`config.mk`:
```
export PLATFORM = sky130hd
export DESIGN_NAME = boost_store_buffer_ctrl
export DESIGN_NICKNAME = d
export VERILOG_FILES = /design/src/rtl/ldsto_pkg.sv /design/src/rtl/sbuf_queue_ctrl.sv /design/src/rtl/boost_store_buffer_ctrl.sv
export SDC_FILE = /design/constraint.sdc
export NUM_CORES = 1
export LEC_CHECK = 0
export CAP_MARGIN = 0
export CORE_UTILIZATION = 55
export CTS_CLUSTER_SIZE = 40
export DETAILED_ROUTE_END_ITERATION = 8
export PLACE_DENSITY = 0.88
export RECOVER_POWER = 25
export SLEW_MARGIN = 25
export SYNTH_ARGS = -nofsm -noshare
export SYNTH_HDL_FRONTEND = slang
export SYNTH_SLANG_ARGS = --single-unit
```
`constraint.sdc`:
```
create_clock -name Phi1 -period 4.15 [get_ports Phi1]
set_input_delay 0.415 -clock Phi1 [delete_from_list [all_inputs] [get_ports Phi1]]
set_output_delay 0.415 -clock Phi1 [all_outputs]
set_load 0.02 [all_outputs]
```
`src/rtl/ldsto_pkg.sv`:
```
// ldsto_pkg: shared store-buffer sizing plus one-hot decode and youngest-match scan helpers
package ldsto_pkg;
  localparam int DEPTH_DEF = 4;
  localparam int MAXD = 16;
  function automatic logic [MAXD-1:0] onehot(input logic [3:0] idx);
    return MAXD'(1) << idx;
  endfunction
  // Walks backward from head-1 so the most recently pushed matching slot wins
  function automatic logic [MAXD-1:0] youngest(input logic [MAXD-1:0] hits, input logic [3:0] head, input int depth);
    logic [MAXD-1:0] sel;
    logic found;
    logic [3:0] idx;
    sel = '0;
    found = 1'b0;
    for (int k = 1; k <= MAXD; k++) begin
      idx = 4'(head - k) & 4'(depth - 1);
      if (k <= depth && !found && hits[idx]) begin
        sel = onehot(idx);
        found = 1'b1;
      end
    end
    return sel;
  endfunction
endpackage

```
`src/rtl/sbuf_queue_ctrl.sv`:
```
// sbuf_queue_ctrl: valid bits, head/tail pointers and occupancy of one store buffer
module sbuf_queue_ctrl #(
  parameter int DEPTH = 4,
  parameter int PW = $clog2(DEPTH)
) (
  input  logic             clk,
  input  logic             rst,
  input  logic             push,
  input  logic             pop,
  input  logic             clear,
  output logic [DEPTH-1:0] valid,
  output logic [PW-1:0]    head,
  output logic [PW-1:0]    tail,
  output logic             full,
  output logic             empty
);
  logic [PW:0] count;
  assign full = count == (PW+1)'(DEPTH);
  assign empty = count == '0;
  // Pop clears before push sets so a full buffer reusing the drained slot keeps it valid
  always_ff @(posedge clk or posedge rst)
    if (rst) begin
      valid <= '0;
      head <= '0;
      tail <= '0;
      count <= '0;
    end else if (clear) begin
      valid <= '0;
      head <= '0;
      tail <= '0;
      count <= '0;
    end else begin
      if (pop) begin
        valid[tail] <= 1'b0;
        tail <= tail + PW'(1);
      end
      if (push) begin
        valid[head] <= 1'b1;
        head <= head + PW'(1);
      end
      count <= count + (PW+1)'(push) - (PW+1)'(pop);
    end
endmodule

```
`src/rtl/boost_store_buffer_ctrl.sv`:
```
// boost_store_buffer_ctrl: ping-pong sequential/boosted store buffer roles, drain, commit and load forwarding
module boost_store_buffer_ctrl
  import ldsto_pkg::*;
#(
  parameter int DEPTH = ldsto_pkg::DEPTH_DEF,
  parameter int PW = $clog2(DEPTH)
) (
  input  logic               Phi1,
  input  logic               Reset_s1,
  input  logic               Stall_s1,
  input  logic               Commit_s1m,
  input  logic               Squash_s1m,
  input  logic               Except_s1w,
  input  logic               PushValid_s1m,
  input  logic               PushBoosted_s1m,
  input  logic               LoadValid_s1m,
  input  logic               LoadBoosted_s1m,
  input  logic [2*DEPTH-1:0] Match_v1m,
  input  logic               DrainReady_s1,
  output logic [2*DEPTH-1:0] WrSel_s1m,
  output logic               DrainValid_s1,
  output logic [2*DEPTH-1:0] DrainSel_s1,
  output logic               SelA_s1,
  output logic               SeqConflict_v1m,
  output logic               FwdHit_v1m,
  output logic [2*DEPTH-1:0] FwdSel_v1m,
  output logic               SeqEmpty_s1,
  output logic               CommitStall_s1m,
  output logic               MemExcept_s2m
);
  logic sel_a, pending, swapped, mem_except;
  logic [DEPTH-1:0] valid_a, valid_b, match_a, match_b;
  logic [PW-1:0] head_a, head_b, tail_a, tail_b;
  logic full_a, full_b, empty_a, empty_b;
  logic seq_empty, seq_full, boost_full, drain_fire, push_ok, tgt_a, tgt_full, do_push, push_full;
  logic squash_ok, commit_ok, swap, clr_seq, clr_boost, boost_take, fwd_a;
  logic [DEPTH-1:0] seq_valid, boost_valid, seq_hit, boost_hit, seq_fwd, boost_fwd, wr_oh, drain_oh, fwd_oh;
  logic [PW-1:0] seq_head, boost_head, seq_tail, tgt_head;
  localparam logic [DEPTH-1:0] ZERO = '0;
  assign match_a = Match_v1m[DEPTH-1:0];
  assign match_b = Match_v1m[2*DEPTH-1:DEPTH];
  assign seq_empty = sel_a ? empty_a : empty_b;
  assign seq_full = sel_a ? full_a : full_b;
  assign boost_full = sel_a ? full_b : full_a;
  assign seq_valid = sel_a ? valid_a : valid_b;
  assign boost_valid = sel_a ? valid_b : valid_a;
  assign seq_head = sel_a ? head_a : head_b;
  assign boost_head = sel_a ? head_b : head_a;
  assign seq_tail = sel_a ? tail_a : tail_b;
  assign drain_fire = ~seq_empty & DrainReady_s1;
  assign push_ok = PushValid_s1m & ~Stall_s1 & ~Except_s1w;
  assign tgt_a = sel_a ^ PushBoosted_s1m;
  assign tgt_full = PushBoosted_s1m ? boost_full : seq_full & ~drain_fire;
  assign do_push = push_ok & ~tgt_full;
  assign push_full = push_ok & tgt_full;
  assign tgt_head = tgt_a ? head_a : head_b;
  assign squash_ok = Squash_s1m & ~Stall_s1;
  assign commit_ok = Commit_s1m & ~Stall_s1;
  assign swap = ~Except_s1w & ~squash_ok & (commit_ok | pending) & seq_empty;
  assign clr_boost = Except_s1w | squash_ok;
  assign clr_seq = Except_s1w & swapped;
  assign wr_oh = do_push ? DEPTH'(onehot(4'(tgt_head))) : ZERO;
  assign drain_oh = seq_empty ? ZERO : DEPTH'(onehot(4'(seq_tail)));
  assign seq_hit = seq_valid & (sel_a ? match_a : match_b);
  assign boost_hit = boost_valid & (sel_a ? match_b : match_a);
  assign seq_fwd = DEPTH'(youngest(MAXD'(seq_hit), 4'(seq_head), DEPTH));
  assign boost_fwd = DEPTH'(youngest(MAXD'(boost_hit), 4'(boost_head), DEPTH));
  assign boost_take = LoadValid_s1m & LoadBoosted_s1m & |boost_hit;
  assign fwd_a = boost_take ? ~sel_a : sel_a;
  assign fwd_oh = ~LoadValid_s1m ? ZERO : boost_take ? boost_fwd : seq_fwd;
  assign WrSel_s1m = tgt_a ? {ZERO, wr_oh} : {wr_oh, ZERO};
  assign DrainSel_s1 = sel_a ? {ZERO, drain_oh} : {drain_oh, ZERO};
  assign FwdSel_v1m = fwd_a ? {ZERO, fwd_oh} : {fwd_oh, ZERO};
  assign FwdHit_v1m = |fwd_oh;
  assign DrainValid_s1 = ~seq_empty;
  assign SeqEmpty_s1 = seq_empty;
  assign SeqConflict_v1m = |seq_hit;
  assign CommitStall_s1m = pending | (Commit_s1m & ~seq_empty);
  assign SelA_s1 = sel_a;
  assign MemExcept_s2m = mem_except;
  sbuf_queue_ctrl #(.DEPTH(DEPTH), .PW(PW)) u_buf_a (
    .clk(Phi1), .rst(Reset_s1), .push(do_push & tgt_a), .pop(drain_fire & sel_a),
    .clear(sel_a ? clr_seq : clr_boost), .valid(valid_a), .head(head_a), .tail(tail_a),
    .full(full_a), .empty(empty_a)
  );
  sbuf_queue_ctrl #(.DEPTH(DEPTH), .PW(PW)) u_buf_b (
    .clk(Phi1), .rst(Reset_s1), .push(do_push & ~tgt_a), .pop(drain_fire & ~sel_a),
    .clear(sel_a ? clr_boost : clr_seq), .valid(valid_b), .head(head_b), .tail(tail_b),
    .full(full_b), .empty(empty_b)
  );
  // Role swap, deferred-commit tracking and the stall-held memory exception
  always_ff @(posedge Phi1 or posedge Reset_s1)
    if (Reset_s1) begin
      sel_a <= 1'b1;
      pending <= 1'b0;
      swapped <= 1'b0;
      mem_except <= 1'b0;
    end else begin
      sel_a <= sel_a ^ swap;
      swapped <= swap;
      pending <= ~Except_s1w & ~squash_ok & ~swap & (pending | (commit_ok & ~seq_empty));
      mem_except <= Stall_s1 ? mem_except : boost_take | push_full;
    end
endmodule

```
==> results.md <==
* Status: finished clean
* Post-synth ARST share at 100.0%
* Startpoint Class: flip-flop
* H-tree depth at 1
* Buffers on Ports at 49
* Vias in the first global route at 2728
* Tcrit/Tclk final at 98.57%
* GRT met2 Usage at 53.27%
* Total routed wirelength at 7870 um
* Synth top area share at 21.17%
* Clock Sink Count at 26
* Synthesized area per cell at 8.164 sq um
* Clock-pin slew on the worst setup and hold paths at 90 ps
* Standard-cell rows at 26
* Worst-Margin Slew at 1024 ps
* CTS tree: yes
* Commonest cells in the netlist: 37 x nand2_1, 36 x nor2_1, 28 x ha_1
* Setup Crit Path Kind: reg -> out
* Worst Path Arrival at 3680 ps
* Layout Skew at 4.241 ps
* Vias/cell at 6.146
* Unrepaired setup endpoints after global routing: yes
* Final Max Slew Viols at 0
* Post-synth EDFFs at 0
* Final setup viols at 0
* Crit end category: output port
* DIE HEIGHT at 75.31 um
* PwrDens at 552.2 nW/um^2
* Num CTS Buffers at 3
* Post-DRT Antenna Nets at 0
* Final hold violations at 0
* Ys Warns at 0
* Combinational power share at 70.1%
* Root Buffer Master: clkbuf_8
* Fmax at 244.5 MHz
* Initial antenna violation count at 0
* Die ar. at 5671 sq um
* Top_reg_cell synth: dfrtp_1
* Power Internal at 1001 uW
* LEAKAGE at 0.001615 uW
* Clock network fraction of design power at 8.5%
* Final non-filler cell total at 481
* Cells after Synth at 362
* Worst-path maximum fanout at 10
* DP Worst Slack at 163.8 ps
* Final Critical Period at 4090 ps
* Cell area after synthesis at 2955 sq um
* Detailed Place HPWL at 6035 um
* Total gr overflow at 0
* P_sw at 987.6 uW
* Placer Congestion at 0.9275
* Drt drc at 0
* Nets at 461
* Gr busiest metal: met2
* Clock Tree Buf Depth at 2
* Largest net degree at the start of global routing at 27
* Switching share of power at 49.67%
* Layout cells sized above 1 at 10.46%
* Post CTS Setup Buffer Count at 0
* Minimum hold slack at 537.6 ps
* Worst endpoint required time at 3730 ps
* Min-delay worst type: reg -> reg
* VDD IR max at 0.0004311 V
* I/O Pins at 50
* Ant diodes at 0
* First-pass GRT wire length at 12480 um
* Count leader, synth: nand2_1
* Max Cap Viol at 0
* Netlist cell types at 57
* Routing usage on met1 at 34.40%
* Total track usage at 28.78%
* Syn nets at 411
* Area Growth Syn to Fin at 21.85%
* Register area share after synthesis at 22.06%
* Drt first-iter violations at 307
* Worst-Skew Late Latency at 280 ps
* Starting Density at 57.50%
* Synth area leaders: dfrtp_1 21%, ha_1 12%, nand2_1 4.7%
* Setup WS post-layout at 59.52 ps
* Pre-antenna DRT Iters at 6
* Vias at 2956
* Dpl cells at 477
* DR WL/cell at 16.36 um
* Die width at 75.31 um
* Max transition margin at 31.68%
* Met3 usage at 2.646%
* Synth Register Bits at 26
* Total core area at 5140 sq um
* Cell taking the most area after synthesis: dfrtp_1
* Flop pwr share at 21.4%
## final cells by class
class	count	area (sq um)
flip-flops and latches	26	651.9
inverters	28	105.1
clock buffers	4	55.05
well taps	70	87.58
repair buffers	60	578.1
fillers	400	1539
multi-input cells	293	2123
## layer usage
metal  part of all wire [%]  vias up  wire, um
met5                      0        -         0
met3                    5.1       17       401
met2                     51      118      3992
met4                    2.3        0       184
met1                     42     1413      3291
li1                       -     1408         -
## power groups by stage
stage	Clock, uW	Sequential (uW)	Combinational [uW]
CTS	167	420	1380
global placement	0	421	1330
global route	178	436	1520
floorplan	0	417	987
detailed placement	0	425	1380
finish	168	425	1390
## state kept, by name, summed over array words and instances, names as in the netlist
signal and flops:
u_buf_a.count 3, u_buf_a.valid 4, swapped 1, u_buf_b.count 3, SelA_s1 1, pending 1, u_buf_a.head 2, u_buf_a.tail 2
u_buf_b.tail 2, u_buf_b.head 2, MemExcept_s2m 1, u_buf_b.valid 4
## path summary, 6_finish.rpt
check | from | endpoint | slack (ps) | depth (start not counted)
worst min register to register | MemExcept_s2m | MemExcept_s2m | 540 | 1
worst max-delay path | SelA_s1 | FwdHit_v1m | 60 | 12
min in group asynchronous | Reset_s1 | u_buf_a.count[0] | 810 | 2
worst min-delay path | MemExcept_s2m | MemExcept_s2m | 540 | 1
worst max register to register | SelA_s1 | u_buf_a.count[1] | 500 | 13
max in group asynchronous | Reset_s1 | u_buf_b.head[0] | 2720 | 2
## logic make-up after synthesis
group / Yosys count / share of synthesized area (%)
compound gates: 83 / 20.87
xor+xnor: 10 / 2.963
fa+ha+maj: 30 / 13.21
buf+inv: 43 / 6.477
flops: 26 / 22.06
mux: 15 / 6.901
simple gates: 155 / 27.52
## critical path, cell delays in order (launching register included)
cell,delay [ps]
dfstp_2,600
buf_4,200
and2b_2,250
a21oi_1,170
ha_1,270
inv_1,110
mux4_2,590
nand2_1,110
o21ai_0,110
a311oi_1,320
o22a_1,230
nand4bb_1,110
dlygate4sd2_1,330
## stage by stage
stage | power [uW] | setup TNS [ps] | util (%) | area (sq um)
after global routing | 2137 | -27.32 | 70.06 | 3601
after global placement | 1750 | 0 | 68.67 | 3530
after floorplan | 1405 | 0 | - | 2955
after detailed placement | 1809 | 0 | 68.67 | 3530
after CTS | 1972 | 0 | 69.74 | 3585
final | 1988 | 0 | 70.06 | 3601
## timing repair
| item | in CTS | in global routing |
|---|---|---|
| setup endpoints to repair | 7 | 10 |
| gates resized for setup | 6 | 9 |
| hold buffers | 0 | 0 |
| pin swaps | 0 | 3 |
## placed cells by master (no fill, tap or decap), types with 7 or more instances in the layout
cell type	instances
ha_1	28
dfrtp_1	25
a22oi_1	9
nand3_1	12
a211oi_1	7
buf_4	11
inv_1	25
xnor2_1	10
and2_1	9
o21ai_0	14
nor3_1	17
clkdlybuf4s50_1	39
nor2_1	36
nand2_1	37
mux2i_1	8
nor2b_1	7
(Power assumes the default switching activity.)
